### config.mk
export PLATFORM = sky130hd
export DESIGN_NAME = spwm_pwm_multi_flat
export DESIGN_NICKNAME = d
export VERILOG_FILES = /design/src/rtl/spwm_pwm_multi_if.sv /design/src/rtl/spwm_pwm_multi.sv /design/src/flat_wrapper.sv
export SDC_FILE = /design/constraint.sdc
export NUM_CORES = 1
export LEC_CHECK = 0
export BUFFER_PORTS_ARGS = -buffer_cell sky130_fd_sc_hd__buf_2
export CORE_MARGIN = 4
export CORE_UTILIZATION = 48
export DETAILED_ROUTE_END_ITERATION = 12
export PLACE_DENSITY = 0.62
export SLEW_MARGIN = 20
export SYNTH_ARGS = -nofsm -noshare
export SYNTH_HDL_FRONTEND = slang
export SYNTH_SLANG_ARGS = --single-unit
export TNS_END_PERCENT = 1
### constraint.sdc
create_clock -name clk -period 7.05 [get_ports clk]
set_input_delay 1.0575 -clock clk [delete_from_list [all_inputs] [get_ports clk]]
set_output_delay 1.0575 -clock clk [all_outputs]
set_load 0.03 [all_outputs]
### src/rtl/spwm_pwm_multi_if.sv
// Control and gate-drive bundle for the multi-channel PWM generator.
//   e          : enable; low freezes the generator
//   mode       : 0 = edge-aligned, 1 = center-aligned (taken at the next boundary)
//   duty       : packed per-channel duty, channel k at [k*WIDTH +: WIDTH]
//   load       : one-cycle strobe capturing duty into the pending buffer
//   dead_time  : dead-time in clk cycles, shared by all channels
//   pwm_h/l    : complementary high/low side gate outputs per channel
//   carry      : one-cycle pulse on the period boundary cycle
//   update_ack : one-cycle pulse when pending duties become active
interface spwm_pwm_multi_if #(
  parameter int WIDTH    = 14,
  parameter int CHANNELS = 3,
  parameter int DT_WIDTH = 8
);
  logic                      e;
  logic                      mode;
  logic [CHANNELS*WIDTH-1:0] duty;
  logic                      load;
  logic [DT_WIDTH-1:0]       dead_time;
  logic [CHANNELS-1:0]       pwm_h;
  logic [CHANNELS-1:0]       pwm_l;
  logic                      carry;
  logic                      update_ack;

  modport master (
    output e, mode, duty, load, dead_time,
    input  pwm_h, pwm_l, carry, update_ack
  );

  modport slave (
    input  e, mode, duty, load, dead_time,
    output pwm_h, pwm_l, carry, update_ack
  );
endinterface

### src/rtl/spwm_pwm_multi.sv
// Multi-channel PWM generator with a shared edge/center-aligned period
// counter, double-buffered duty registers and per-channel dead-time.
//   clk     : system clock, rising edge
//   rst_syn : synchronous active-high reset, priority over enable
//   bus     : spwm_pwm_multi_if slave (controls in, gate outputs out)
//
// Counter direction FSM:
//   state  | meaning
//   DIR_UP | counting up (always the case in edge-aligned mode)
//   DIR_DN | center-aligned down-slope, PERIOD-2 down to 1
module spwm_pwm_multi #(
  parameter int WIDTH    = 14,
  parameter int PERIOD   = 10000,
  parameter int CHANNELS = 3,
  parameter int DT_WIDTH = 8
) (
  input logic              clk,
  input logic              rst_syn,
  spwm_pwm_multi_if.slave  bus
);

  typedef enum logic {DIR_UP = 1'b0, DIR_DN = 1'b1} dir_t;

  localparam logic [WIDTH-1:0]    CNT_TOP  = WIDTH'(PERIOD - 1);
  localparam logic [WIDTH-1:0]    CNT_TURN = WIDTH'(PERIOD - 2);
  localparam logic [WIDTH-1:0]    CNT_ONE  = WIDTH'(1);
  localparam logic [DT_WIDTH-1:0] DT_ONE   = DT_WIDTH'(1);

  logic [WIDTH-1:0]    cnt_q, cnt_d;
  dir_t                dir_q, dir_d;
  logic                mode_act_q, mode_act_d;
  logic                boundary;

  logic [WIDTH-1:0]    act_q  [CHANNELS];
  logic [WIDTH-1:0]    pend_q [CHANNELS];
  logic                pend_vld_q;
  logic                ack_q;

  logic [CHANNELS-1:0] raw;
  logic [CHANNELS-1:0] tgt_q, tgt_d;
  logic [DT_WIDTH-1:0] dt_q [CHANNELS];
  logic [DT_WIDTH-1:0] dt_d [CHANNELS];
  logic [CHANNELS-1:0] h_q, h_d;
  logic [CHANNELS-1:0] l_q, l_d;

  // Counter / direction next-state
  always_comb begin
    cnt_d      = cnt_q;
    dir_d      = dir_q;
    mode_act_d = mode_act_q;
    boundary   = mode_act_q ? (dir_q == DIR_DN && cnt_q == CNT_ONE)
                            : (cnt_q == CNT_TOP);
    if (bus.e) begin
      if (boundary) begin
        cnt_d      = '0;
        dir_d      = DIR_UP;
        mode_act_d = bus.mode;
      end else if (!mode_act_q) begin
        cnt_d = cnt_q + CNT_ONE;
      end else if (dir_q == DIR_UP) begin
        // Peak is visited once; the turn lands directly on PERIOD-2.
        if (cnt_q == CNT_TOP) begin
          dir_d = DIR_DN;
          cnt_d = CNT_TURN;
        end else begin
          cnt_d = cnt_q + CNT_ONE;
        end
      end else begin
        cnt_d = cnt_q - CNT_ONE;
      end
    end
  end

  // Compare and dead-time next-state; outputs settle once the
  // down-counter's next value is zero, so dead_time=0 gives a 1-cycle lag.
  always_comb begin
    raw   = '0;
    tgt_d = tgt_q;
    h_d   = h_q;
    l_d   = l_q;
    for (int k = 0; k < CHANNELS; k++) begin
      dt_d[k] = dt_q[k];
      raw[k]  = (cnt_q < act_q[k]);
      if (bus.e) begin
        if (raw[k] != tgt_q[k]) begin
          tgt_d[k] = raw[k];
          dt_d[k]  = bus.dead_time;
        end else if (dt_q[k] != '0) begin
          dt_d[k] = dt_q[k] - DT_ONE;
        end
        h_d[k] = (dt_d[k] == '0) &  tgt_d[k];
        l_d[k] = (dt_d[k] == '0) & ~tgt_d[k];
      end
    end
  end

  always_ff @(posedge clk) begin
    if (rst_syn) begin
      cnt_q      <= '0;
      dir_q      <= DIR_UP;
      mode_act_q <= 1'b0;
      pend_vld_q <= 1'b0;
      ack_q      <= 1'b0;
      tgt_q      <= '0;
      h_q        <= '0;
      l_q        <= '0;
      for (int k = 0; k < CHANNELS; k++) begin
        act_q[k]  <= '0;
        pend_q[k] <= '0;
        dt_q[k]   <= '0;
      end
    end else begin
      cnt_q      <= cnt_d;
      dir_q      <= dir_d;
      mode_act_q <= mode_act_d;
      tgt_q      <= tgt_d;
      h_q        <= h_d;
      l_q        <= l_d;
      for (int k = 0; k < CHANNELS; k++) begin
        dt_q[k] <= dt_d[k];
      end
      if (bus.e) begin
        ack_q <= boundary & pend_vld_q;
      end
      if (bus.e && boundary && pend_vld_q) begin
        for (int k = 0; k < CHANNELS; k++) begin
          act_q[k] <= pend_q[k];
        end
      end
      // A load on the boundary cycle stays pending for the next period.
      if (bus.load) begin
        for (int k = 0; k < CHANNELS; k++) begin
          pend_q[k] <= bus.duty[k*WIDTH +: WIDTH];
        end
        pend_vld_q <= 1'b1;
      end else if (bus.e && boundary) begin
        pend_vld_q <= 1'b0;
      end
    end
  end

  assign bus.pwm_h      = h_q;
  assign bus.pwm_l      = l_q;
  assign bus.carry      = bus.e & boundary;
  assign bus.update_ack = bus.e & ack_q;

endmodule
### src/flat_wrapper.sv
// flat-port wrapper written by rule: the top's interface ports become plain ports
module spwm_pwm_multi_flat 
#(
  parameter int WIDTH    = 14,
  parameter int PERIOD   = 10000,
  parameter int CHANNELS = 3,
  parameter int DT_WIDTH = 8
)
  (clk, rst_syn, bus_e, bus_mode, bus_duty, bus_load, bus_dead_time, bus_pwm_h, bus_pwm_l, bus_carry, bus_update_ack);
  spwm_pwm_multi_if #(.WIDTH(WIDTH), .CHANNELS(CHANNELS), .DT_WIDTH(DT_WIDTH)) bus_i ();
  input logic clk;
  input logic rst_syn;
  input wire logic [$bits(bus_i.e)-1:0] bus_e;
  input wire logic [$bits(bus_i.mode)-1:0] bus_mode;
  input wire logic [$bits(bus_i.duty)-1:0] bus_duty;
  input wire logic [$bits(bus_i.load)-1:0] bus_load;
  input wire logic [$bits(bus_i.dead_time)-1:0] bus_dead_time;
  output wire logic [$bits(bus_i.pwm_h)-1:0] bus_pwm_h;
  output wire logic [$bits(bus_i.pwm_l)-1:0] bus_pwm_l;
  output wire logic [$bits(bus_i.carry)-1:0] bus_carry;
  output wire logic [$bits(bus_i.update_ack)-1:0] bus_update_ack;
  assign bus_i.e = bus_e;
  assign bus_i.mode = bus_mode;
  assign bus_i.duty = bus_duty;
  assign bus_i.load = bus_load;
  assign bus_i.dead_time = bus_dead_time;
  assign bus_pwm_h = bus_i.pwm_h;
  assign bus_pwm_l = bus_i.pwm_l;
  assign bus_carry = bus_i.carry;
  assign bus_update_ack = bus_i.update_ack;
  spwm_pwm_multi #(.WIDTH(WIDTH), .PERIOD(PERIOD), .CHANNELS(CHANNELS), .DT_WIDTH(DT_WIDTH)) u_core (.clk(clk), .rst_syn(rst_syn), .bus(bus_i));
endmodule
# Word level (Yosys, flattened, before mapping)
# Memory sizes are Yosys's and may differ from the RTL's.
# Index checks and enable logic that the tools add are counted.
totals:
  wordCells: 105
  input_bits: 55
  ff_bits: 27
  mem_count: 3
  mem_bits_rw: 108
memory_table:
  columns: ["name", "depth", "word_bits", "read_ports", "rd_clocked_by_memory_dff", "wr", "line_no", "rtl"]
  rows:
  - ["u_core.act_q", 3, 14, 3, 0, 3, "spwm_pwm_multi.sv:34", "logic [WIDTH-1:0] act_q [CHANNELS];"]
  - ["u_core.pend_q", 3, 14, 3, 0, 3, "spwm_pwm_multi.sv:35", "logic [WIDTH-1:0] pend_q [CHANNELS];"]
  - ["u_core.dt_q", 3, 8, 3, 0, 3, "spwm_pwm_multi.sv:41", "logic [DT_WIDTH-1:0] dt_q [CHANNELS];"]
classes:
  eq_ne: 5
  n_bitwise: 21
  n_mux: 47
  reduce_logical: 13
  n_lt_le_gt_ge: 3
  addsub: 5
ops:
  columns: ["op", "count"]
  rows:
  - ["14-bit 2-to-1 mux", 10]
  - ["8-bit 2-to-1 mux", 15]
  - ["14-bit < comparator", 3]
  - ["8-bit zero test", 3]
  - ["8-bit nonzero test", 3]
  - ["8-bit by 1-bit subtractor with 8-bit output, second input constant", 3]
  - ["1-bit 2-to-1 mux", 22]
  - ["14-bit by 1-bit adder with 14-bit output, second input constant", 1]
  - ["14-bit by 1-bit equality test with 1-bit output, second input constant", 1]
  - ["14-bit equality test, second input constant", 1]
  - ["14-bit by 1-bit subtractor with 14-bit output, second input constant", 1]
  - ["1-bit bitwise AND", 9]
  - ["1-bit OR", 9]
  - ["2-bit AND reduction", 2]
  - ["2-bit nonzero test", 2]
  - ["1-bit logical AND", 3]
  - ["1-bit != test", 3]
  - ["1-bit inverter", 3]

# Longest topological paths before layout
depth:
  depth_word: 9
  mapped_depth: 15
  depth_no_buf: 14

# Worst setup path after synthesis
# OpenSTA, ideal clock, no wires.
synth_path:
  kind: "reg2reg"
  startpoint: "reg u_core.cnt_q[9]"
  endpoint: "mem u_core.act_q[0][0] (enable)"
  slack_ps: 3826
  path_stages_with_launch: 9
  arrival_time_ps: 2824
  n_path_buf: 2
  path_cell_list: "dfxtp_1 -> clkbuf_1 -> nand3_1 -> or4_1 -> a21oi_2 -> and2_1 -> buf_4 -> nand2_1 -> nand2_1"
synth_rtl:
  columns: ["item", "line_no", "rtl"]
  rows:
  - ["start, declared", "spwm_pwm_multi.sv:29", "logic [WIDTH-1:0] cnt_q, cnt_d;"]
  - ["start signal, assigned", "spwm_pwm_multi.sv:113", "cnt_q <= cnt_d;"]
  - ["end, declared", "spwm_pwm_multi.sv:34", null]

# Final worst setup path
layout_path:
  startpoint: "reg u_core.cnt_q[0]"
  endpoint: "out bus_carry"
layout_between:
  elab_chain_len: 4
  word_cells_on_any_way: 5
  cone_classes: "2 x eq/ne; 1 x mux; 1 x bitwise; 1 x reduce/logical"
layout_rtl:
  columns: ["item", "line_no", "rtl"]
  rows:
  - ["14-bit by 1-bit equality test with 1-bit output", "spwm_pwm_multi.sv:51", "boundary = mode_act_q ? (dir_q == DIR_DN && cnt_q == CNT_ONE)"]
  - ["1-bit logical AND", "spwm_pwm_multi.sv:51", null]
  - ["1-bit 2-to-1 mux (*)", "spwm_pwm_multi.sv:51", null]
  - ["1-bit bitwise AND (*)", "spwm_pwm_multi.sv:144", "assign bus.carry = bus.e & boundary;"]
  - ["end, declared", "flat_wrapper.sv:20", "output wire logic [$bits(bus_i.carry)-1:0] bus_carry;"]
# Mark *: on every way between the ends. The rest lies on a longest branch, timed or not.

==> key figures <==
Power
  • Power share of the clock group: between 40% and 50%
  • Pwr Density: about 230 nW/um^2
  • Share of power burned in registers: between 40% and 50%
  • Pint: 1.51 mW
  • Total power: roughly 2.0 mW
  • NetSw: 0.516 mW
  • Max VDD drop: between 0.15 and 0.2 mV
  • Sw frac: around 25%
  • Power share of the combinational group: about a tenth
  • Leak: 3.78 nW

Setup path
  • CP endpoint kind: output pin
  • CP arrival: 3070 ps
  • Reg2reg start: u_core.cnt_q[2]$_SDFFE_PP0P_
  • Worst path required time: roughly 6000 ps
  • Crit path max fanout: 15
  • Reg-to-reg slack, setup: 3330 ps
  • Critical path origin: u_core.cnt_q[0]$_SDFFE_PP0P_
  • Reg2Reg Depth: 13
  • CP startpoint kind: flip-flop
  • Critical Path Sink: bus_carry
  • RR Endpoint: u_core.bus.pwm_l[1]$_SDFFE_PP0P_
  • Setup CP Type: reg -> out

Clock tree
  • Clk Tree Root Cell: clkbuf_16
  • Post-CTS Setup Inserts: 0
  • Clk_lat worst skew: 420 ps
  • Count of hold-fix buffers inserted at cts: 0
  • Clock sink count: between 100 and 150
  • Clock slew at reported path FFs: approximately 60 ps
  • Number of CTS-inserted buffers: 17
  • Post-CTS sizing: 0
  • H-Tree Depth: 4
  • Clock Path Buffers: 2
  • CTS tree: yes

Timing
  • Final setup vio count: 0
  • RSZ-0062 raised after global routing: false
  • Crit path time final: just over 4000 ps
  • Setup TNS: 0 ps
  • Fin crit share: roughly 59%
  • Max-slew violations: 0
  • Slew Limit Headroom: 26.4%
  • Slew at the pin closest to its max-slew limit: 1090 ps
  • Clk_skew: around 8.2 ps
  • Max Clock Freq: ~240 MHz
  • Count of final hold-check violations: 0

Job
  • Max-cap violations: 0

Synthesis
  • Cell taking the most area after synthesis: edfxtp_1
  • Top_reg_cell synth: edfxtp_1
  • Post-synth top area share: about a third
  • Cells after Synth: about 780
  • Seq cells post-synth: 135
  • Syn Nets: 885
  • Syn_area_per_cell: between 9 and 10 um^2
  • Area contributors post-synth: edfxtp_1 33%, dfxtp_1 13%, ha_1 8.8%, and2_1 7.3%, nor2_1 3.3%
  • Synthesis Warnings: 0
  • Post-synth EDFFs: between 80 and 90
  • Post-synth ARST share: 0%
  • Cell variety after synth: 70
  • Post-synthesis sequential area ratio: 46.4%
  • Cell area after synthesis: 7640 um^2

Layout
  • Area Growth Syn to Fin: 13.2%
  • Final net count: 931
  • Ant diodes: 0
  • Share of layout cells above drive strength 1: between 10% and 20%

GRT
  • Initial antenna violation count: 0
  • Overflow left after global routing: 0
  • First-pass GRT wire length: roughly 27000 um
  • Largest net degree at the start of global routing: 50
  • Vias in the first global route: 5515
  • GR Util All Layers: a little under a fifth

Placement
  • I/O Buffers: 62
  • GP Congestion: about 0.90
  • Post-DP HPWL: 11600 um

Floorplanning
  • DIE HEIGHT: 134 um
  • Die X-Extent: about 130 um
  • Core ar.: 15400 um^2
  • Die area: 18000 um^2
  • Number of placed I/O pins: 63
  • Row count: between 40 and 50
  • Initial Util: approximately 50%

Route
  • Post-Route WL: roughly 17000 um
  • Vias: ~5.7k
  • Pre-Repair DR Iteration Count: 6
  • DRC: 0
  • DR iter-0 viols: 464
  • Via-to-Cell Ratio: 5.44
  • Post-DR wirelength/cell: 15.8 um
  • ANT nets after route: 0

Outcome
  • Status: finished clean

Worst hold path
  • Hold/Removal Path Class: reg -> reg
## worst max-delay path: stages, from the launching register on
cell	delay, ps
dfxtp_1	690
ha_1	380
nand3_1	190
or4_1	570
a21oi_2	240
and2_1	310
buf_2	260
## cells in the mapped netlist (all sizes together) (6+ instances only)
library cell   n
a211oi        16
a21o          14
a21oi         31
a31oi         12
and2          89
buf           11
clkbuf        27
dfxtp         51
edfxtp        84
ha            54
inv           67
mux2i         12
nand2         35
nand2b         7
nand3         11
nand4         10
nor2          67
nor2b          8
nor3          15
nor4          16
o21ai         34
o22ai         10
o31ai          6
or3            7
or4           10
xnor2          9
xor2           7
## per-stage QoR
step	worst slack [ps]	std cells	hold slack (ps)	util [%]	area, um^2
2_1_floorplan	3830	776	418	-	7640
3_3_place_gp	3350	1014	432	52.4	8050
3_5_place_dp	3300	1014	444	52.4	8050
6_report	2920	1046	447	56.3	8650
4_1_cts	2870	1046	452	56.2	8640
5_1_grt	2720	1046	473	56.3	8650
## final cells by class
cell class | count | area (um^2)
Timing Repair Buffer | 65 | 333
Fill cell | 1361 | 6720
Clock inverter | 14 | 164
Clock buffer | 18 | 429
Sequential cell | 135 | 3540
Inverter | 67 | 251
Tap cell | 211 | 264
Multi-Input combinational cell | 536 | 3660
## state kept, by name, summed over array words and instances (netlist names)
name	flops
u_core.tgt_q	3
u_core.mode_act_q	1
u_core.dt_q	24
u_core.bus.pwm_l	3
u_core.pend_q	42
u_core.cnt_q	14
u_core.ack_q	1
u_core.bus.pwm_h	3
u_core.dir_q	1
u_core.act_q	42
u_core.pend_vld_q	1
## how the worst min path moves through the flow
stage / startpoint / to / slack, ps / cells after the start
6_report: u_core.bus.pwm_h[0]$_SDFFE_PP0P_ / u_core.bus.pwm_h[0]$_SDFFE_PP0P_ / 450 / 2
3_5_place_dp: u_core.bus.pwm_h[0]$_SDFFE_PP0P_ / u_core.bus.pwm_h[0]$_SDFFE_PP0P_ / 440 / 2
5_1_grt: u_core.bus.pwm_h[2]$_SDFFE_PP0P_ / u_core.bus.pwm_h[2]$_SDFFE_PP0P_ / 470 / 2
2_1_floorplan: u_core.ack_q$_SDFFE_PP0P_ / u_core.ack_q$_SDFFE_PP0P_ / 420 / 1
3_3_place_gp: u_core.bus.pwm_l[2]$_SDFFE_PP0P_ / u_core.bus.pwm_l[2]$_SDFFE_PP0P_ / 430 / 2
4_1_cts: u_core.bus.pwm_h[0]$_SDFFE_PP0P_ / u_core.bus.pwm_h[0]$_SDFFE_PP0P_ / 450 / 2
## power by group through the flow
stage | sequential (mW) | combinational (mW) | clock (mW)
finish | 0.916 | 0.217 | 0.892
global route | 0.922 | 0.247 | 0.951
CTS | 0.916 | 0.217 | 0.915
detailed placement | 0.933 | 0.216 | 0
global placement | 0.931 | 0.210 | 0
floorplan | 0.921 | 0.167 | 0
## metal layers
metal,vias to the layer above,track usage (%),part of all wire (%)
met5,-,0,0
met4,0,6.39,1.7
met3,23,5.36,5.9
met2,174,29.4,46
met1,2621,26.2,47
li1,2872,-,-
## layout by cell type (no fill, tap or decap), types with 12 or more instances in the layout
cell,instances
and2_1,89
edfxtp_1,84
inv_1,66
nor2_1,66
buf_2,62
ha_1,54
dfxtp_1,51
nand2_1,35
a21oi_1,30
o21ai_0,20
clkbuf_16,17
a211oi_1,16
nor3_1,15
nor4_1,15
o21ai_1,14
a21o_1,14
mux2i_1,12
## logic make-up after synthesis
group	share of synthesized area [%]
simple gates	20.9
compound gates	14.5
flops	46.4
buf+inv	5.80
fa+ha+maj	8.85
xor+xnor	1.83
mux	1.72
Power figures use the tool's default switching activity.
